[src/rtl/fifo_stream_out.sv]
// fifo_stream_out: drains a one-cycle-latency FIFO read port into a valid/ready stream.
// Frame marking on m_last is compiled in when FIFO_STREAM_OUT_LAST_EN is defined.
module fifo_stream_out #(
  parameter int DATA_WIDTH = 8,
  parameter int FRAME_LEN  = 16
) (
  input  logic                  clk,
  input  logic                  rst,
  output logic                  rd_ena,
  input  logic [DATA_WIDTH-1:0] rd_dat,
  input  logic                  rd_empty,
  output logic                  m_valid,
  output logic [DATA_WIDTH-1:0] m_data,
  input  logic                  m_ready
`ifdef FIFO_STREAM_OUT_LAST_EN
  ,
  output logic                  m_last
`endif
);

  if (FRAME_LEN < 1) begin : g_bad_frame_len
    $error("fifo_stream_out: FRAME_LEN must be at least 1");
  end

  logic [DATA_WIDTH-1:0] buf_mem [2];
  logic [1:0]            cnt;
  logic                  inflight;
  logic                  head;
  logic                  tail;
  logic                  pop;
  logic [2:0]            occ_after_pop;

  assign m_valid = (cnt != 2'd0);
  assign m_data  = buf_mem[head];
  assign pop     = m_valid & m_ready;

  // Occupancy counts words already buffered plus the one returning from the FIFO,
  // minus the beat leaving this cycle; a new pop is issued only if a slot remains.
  // NOTE: every output of an always_comb is assigned on every path, so no latch is inferred.
  always_comb begin
    occ_after_pop = {1'b0, cnt} + {2'b00, inflight} - {2'b00, pop};
    rd_ena        = rst && !rd_empty && (occ_after_pop < 3'd2);
  end

  // NOTE: the two buffer entries are reset like any register so m_data reads 0 out of reset.
  always_ff @(posedge clk or negedge rst) begin
    if (!rst) begin
      buf_mem[0] <= '0;
      buf_mem[1] <= '0;
      cnt        <= 2'd0;
      inflight   <= 1'b0;
      head       <= 1'b0;
      tail       <= 1'b0;
    end else begin
      // NOTE: state updates use non-blocking assignments so every term reads pre-edge values.
      inflight <= rd_ena;
      if (inflight) begin
        buf_mem[tail] <= rd_dat;
        tail          <= ~tail;
      end
      if (pop) begin
        head <= ~head;
      end
      cnt <= cnt + {1'b0, inflight} - {1'b0, pop};
    end
  end

  a_cnt_bound : assert property (@(posedge clk) disable iff (!rst) cnt <= 2'd2);

`ifdef FIFO_STREAM_OUT_LAST_EN
  localparam int            IDX_W    = (FRAME_LEN > 1) ? $clog2(FRAME_LEN) : 1;
  localparam logic [IDX_W-1:0] LAST_IDX = IDX_W'(FRAME_LEN - 1);

  logic [IDX_W-1:0] beat_idx;
  logic             at_last;

  assign at_last = (beat_idx == LAST_IDX);
  assign m_last  = m_valid && at_last;

  always_ff @(posedge clk or negedge rst) begin
    if (!rst) begin
      beat_idx <= '0;
    end else if (pop) begin
      beat_idx <= at_last ? '0 : beat_idx + 1'b1;
    end
  end
`endif

endmodule

[config.mk]
export PLATFORM = sky130hd
export DESIGN_NAME = fifo_stream_out
export DESIGN_NICKNAME = d
export VERILOG_FILES = /design/src/rtl/fifo_stream_out.sv
export SDC_FILE = /design/constraint.sdc
export NUM_CORES = 1
export LEC_CHECK = 0
export CAP_MARGIN = 20
export CORE_ASPECT_RATIO = 1.25
export CORE_MARGIN = 4
export CORE_UTILIZATION = 51
export CTS_BUF_LIST = sky130_fd_sc_hd__clkbuf_8 sky130_fd_sc_hd__clkbuf_16
export CTS_CLUSTER_DIAMETER = 100
export CTS_CLUSTER_SIZE = 28
export DETAILED_ROUTE_END_ITERATION = 6
export DONT_BUFFER_PORTS = 1
export GPL_ROUTABILITY_DRIVEN = 0
export PLACE_DENSITY = 0.66
export SYNTH_ARGS = -nofsm -noshare
export SYNTH_HDL_FRONTEND = slang
export SYNTH_SLANG_ARGS = --single-unit
[constraint.sdc]
create_clock -name clk -period 2.8 [get_ports clk]
set_input_delay 0.56 -clock clk [delete_from_list [all_inputs] [get_ports clk]]
set_output_delay 0.56 -clock clk [all_outputs]
set_load 0.01 [all_outputs]
==> results by group <==
Status
  – Outcome: complete, no violations

STA
  – Final Hold Slack: 0.453 ns
  – Final worst setup slack: 0.0338 ns
  – Fmax: 362 MHz
  – Skew final: 0.00423 ns
  – Final Hold Viols: 0
  – Least-Margin Pin Slew: 0.896 ns
  – RSZ-0062 raised after global routing: yes
  – Final worst-path cycle share: 98.8%
  – Final setup viols: 0
  – Final worst path period need: 2.77 ns
  – Max Slew Vio Count: 0
  – Slew headroom: 40.1%

Place
  – Dpl cells: 80
  – HPWL Detailed: 1.01 mm
  – Number of port buffers: 0
  – Post-DP Area: 986 µm²
  – Setup Slack @ Placement: 0.149 ns

Global routing
  – Largest net degree at the start of global routing: 22
  – Grt peak-use layer: met2
  – Vias in the first global route: 514
  – First-pass GRT wire length: 2.40 mm
  – Initial antenna violation count: 0
  – GRT met3 Usage: 2.24%
  – Total gr overflow: 0
  – Met1 usage: 17.2%
  – Gr usage total: 12.4%
  – Grt met2 use: 18.1%

Clock tree
  – Total CTS buffers: 3
  – Clk buf depth: 2
  – CTS tree: yes
  – Htree depth: 1
  – Clk_lat worst skew: 0.25 ns
  – Clock Sinks: 21
  – Root Driver: clkbuf_8
  – Reg clk slew, reported paths: 0.07 ns

Critical path
  – Type of origin of the critical path: flop
  – WP data required: 2.24 ns
  – Setup Crit Path Kind: reg2out
  – CP Max Fanout: 2
  – R2R cell count: 7
  – Worst EP arrival: 2.21 ns
  – Setup crit end kind: output port

Finish
  – Layout Area Growth over Synthesis: 13.9%
  – Post-Layout Cell Count: 90
  – Layout net count: 87
  – Fill cell count: 136
  – Final Cell Area: 1110 µm²
  – Ant diodes: 0
  – Share of cells above drive strength 1: 56.3%

Power and ir drop
  – Peak supply drop: 0.000674 V
  – Power, Total: 1.37 mW
  – PD cells: 1240 nW/µm²
  – Leakage: 0.505 nW

Die
  – Initial Util: 54.3%
  – Die area: 2670 µm²
  – Core area: 1790 µm²
  – Die Span Y: 56.8 µm
  – Cell Rows: 17
  – # IOs: 22
  – Die X: 47.0 µm

Route
  – Post-DRT Antenna Nets: 0
  – Routed len/inst: 16.6 µm
  – Pre-antenna DRT Iters: 2
  – Drt total wl: 1.49 mm
  – Vias per inst: 5.33
  – Initial DRC count: 5
  – Vias: 480
  – DRC Markers: 0

Logic synthesis
  – Ys Warns: 0
  – Cell area after synthesis: 971 µm²
  – Post-synthesis sequential area ratio: 54.1%
  – Post-Synthesis Cells: 62
  – #FFs+latches synth: 21
  – Avg Inst Size Synth: 15.7 µm²
  – Syn Nets: 77
  – Netlist cell types: 15

Worst hold path
  – Worst Hold Depth: 1
  – Min-delay worst type: in2reg

Run
  – Max cap viols: 0
[stage by stage]
step	utilization (%)	TNS, ns
2_1_floorplan	-	0
3_3_place_gp	55.2	0
3_5_place_dp	55.2	0
4_1_cts	60.0	-0.0159
5_1_grt	61.9	-0.0745
6_report	61.9	0
[path summary, 6_finish.rpt]
check	startpoint	endpoint	slack (ns)
max	cnt[1]$_DFF_PN0_	rd_ena	0.03
max reg2reg	cnt[1]$_DFF_PN0_	inflight$_DFF_PN0_	0.79
min reg2reg	buf_mem[3]$_DFFE_PN0P_	buf_mem[3]$_DFFE_PN0P_	0.50
min	rd_dat[7]	buf_mem[7]$_DFFE_PN0P_	0.45
max in group asynchronous	rst	buf_mem[5]$_DFFE_PN0P_	1.37
min in group asynchronous	rst	buf_mem[8]$_DFFE_PN0P_	0.88
[flip-flops by register name (all words and copies together), names as in the netlist]
register and flops:
cnt 2, head 1, tail 1, buf_mem 16
inflight 1
[what timing repair did]
| action | CTS | global route |
|---|---|---|
| endpoints found under the hold margin | 21 | 0 |
| pin swaps | 3 | 3 |
| hold buffers | 1 | 0 |
| setup endpoints to repair | 1 | 1 |
| gates resized for setup | 2 | 3 |
| setup buffers | 3 | 2 |
[cell usage after synthesis, drive strengths merged]
| library cell | count | area (µm²) |
|---|---|---|
| mux2 | 24 | 300 |
| dfrtp | 21 | 526 |
| inv | 4 | 15.0 |
| buf | 2 | 16.3 |
| ha | 2 | 25.0 |
| xor2 | 2 | 17.5 |
| fa | 1 | 20.0 |
| nand2 | 1 | 6.26 |
| nor2b | 1 | 13.8 |
| nor4b | 1 | 8.76 |
| o21a | 1 | 7.51 |
| or2 | 1 | 6.26 |
| xnor2 | 1 | 8.76 |
[report_power, final]
group | switching (mW) | total [mW] | internal, mW
clock | 0.0887 | 0.186 | 0.0973
combinational | 0.245 | 0.619 | 0.375
sequential | 0.110 | 0.568 | 0.458
[kinds of logic (layout without fill, tap and decap cells)]
| family | after synthesis | in the layout | synth area share, % |
|---|---|---|---|
| simple gates | 4 | 4 | 3.61 |
| mux | 24 | 24 | 30.9 |
| xor+xnor | 3 | 3 | 2.71 |
| fa+ha+maj | 3 | 3 | 4.64 |
| buf+inv | 6 | 15 | 3.22 |
| flops | 21 | 21 | 54.1 |
| compound gates | 1 | 1 | 0.773 |
[layout by cell type, fill, tap and decap left out, drive strengths merged, types with 2 or more instances in the layout]
master / instances
inv: 5
mux2: 24
xor2: 2
dfrtp: 21
ha: 2
clkbuf: 3
buf: 6
[area by class of cell]
class / count / area (µm²) / area share (%)
timing repair buffer: 7 / 55.1 / 4.98
clock inverter: 1 / 3.75 / 0.339
tap: 19 / 23.8 / 2.15
sequential: 21 / 526 / 47.5
inverter: 4 / 15.0 / 1.36
multi-input combinational: 35 / 442 / 39.9
clock buffer: 3 / 41.3 / 3.73
[worst max-delay path, stage by stage, from the launching register on]
cell     delay [ns]
dfrtp_1        0.39
o21a_1         0.21
ha_1           0.27
inv_1          0.06
ha_2           0.16
fa_2           0.46
nor4b_4        0.25
buf_4          0.16
[layer usage]
layer | part of all wire (%) | up-vias
met1 | 45 | 235
met5 | 0 | -
met2 | 47 | 13
li1 | - | 230
met3 | 6.9 | 2
met4 | 0.80 | 0
(Power assumes the default switching activity.)
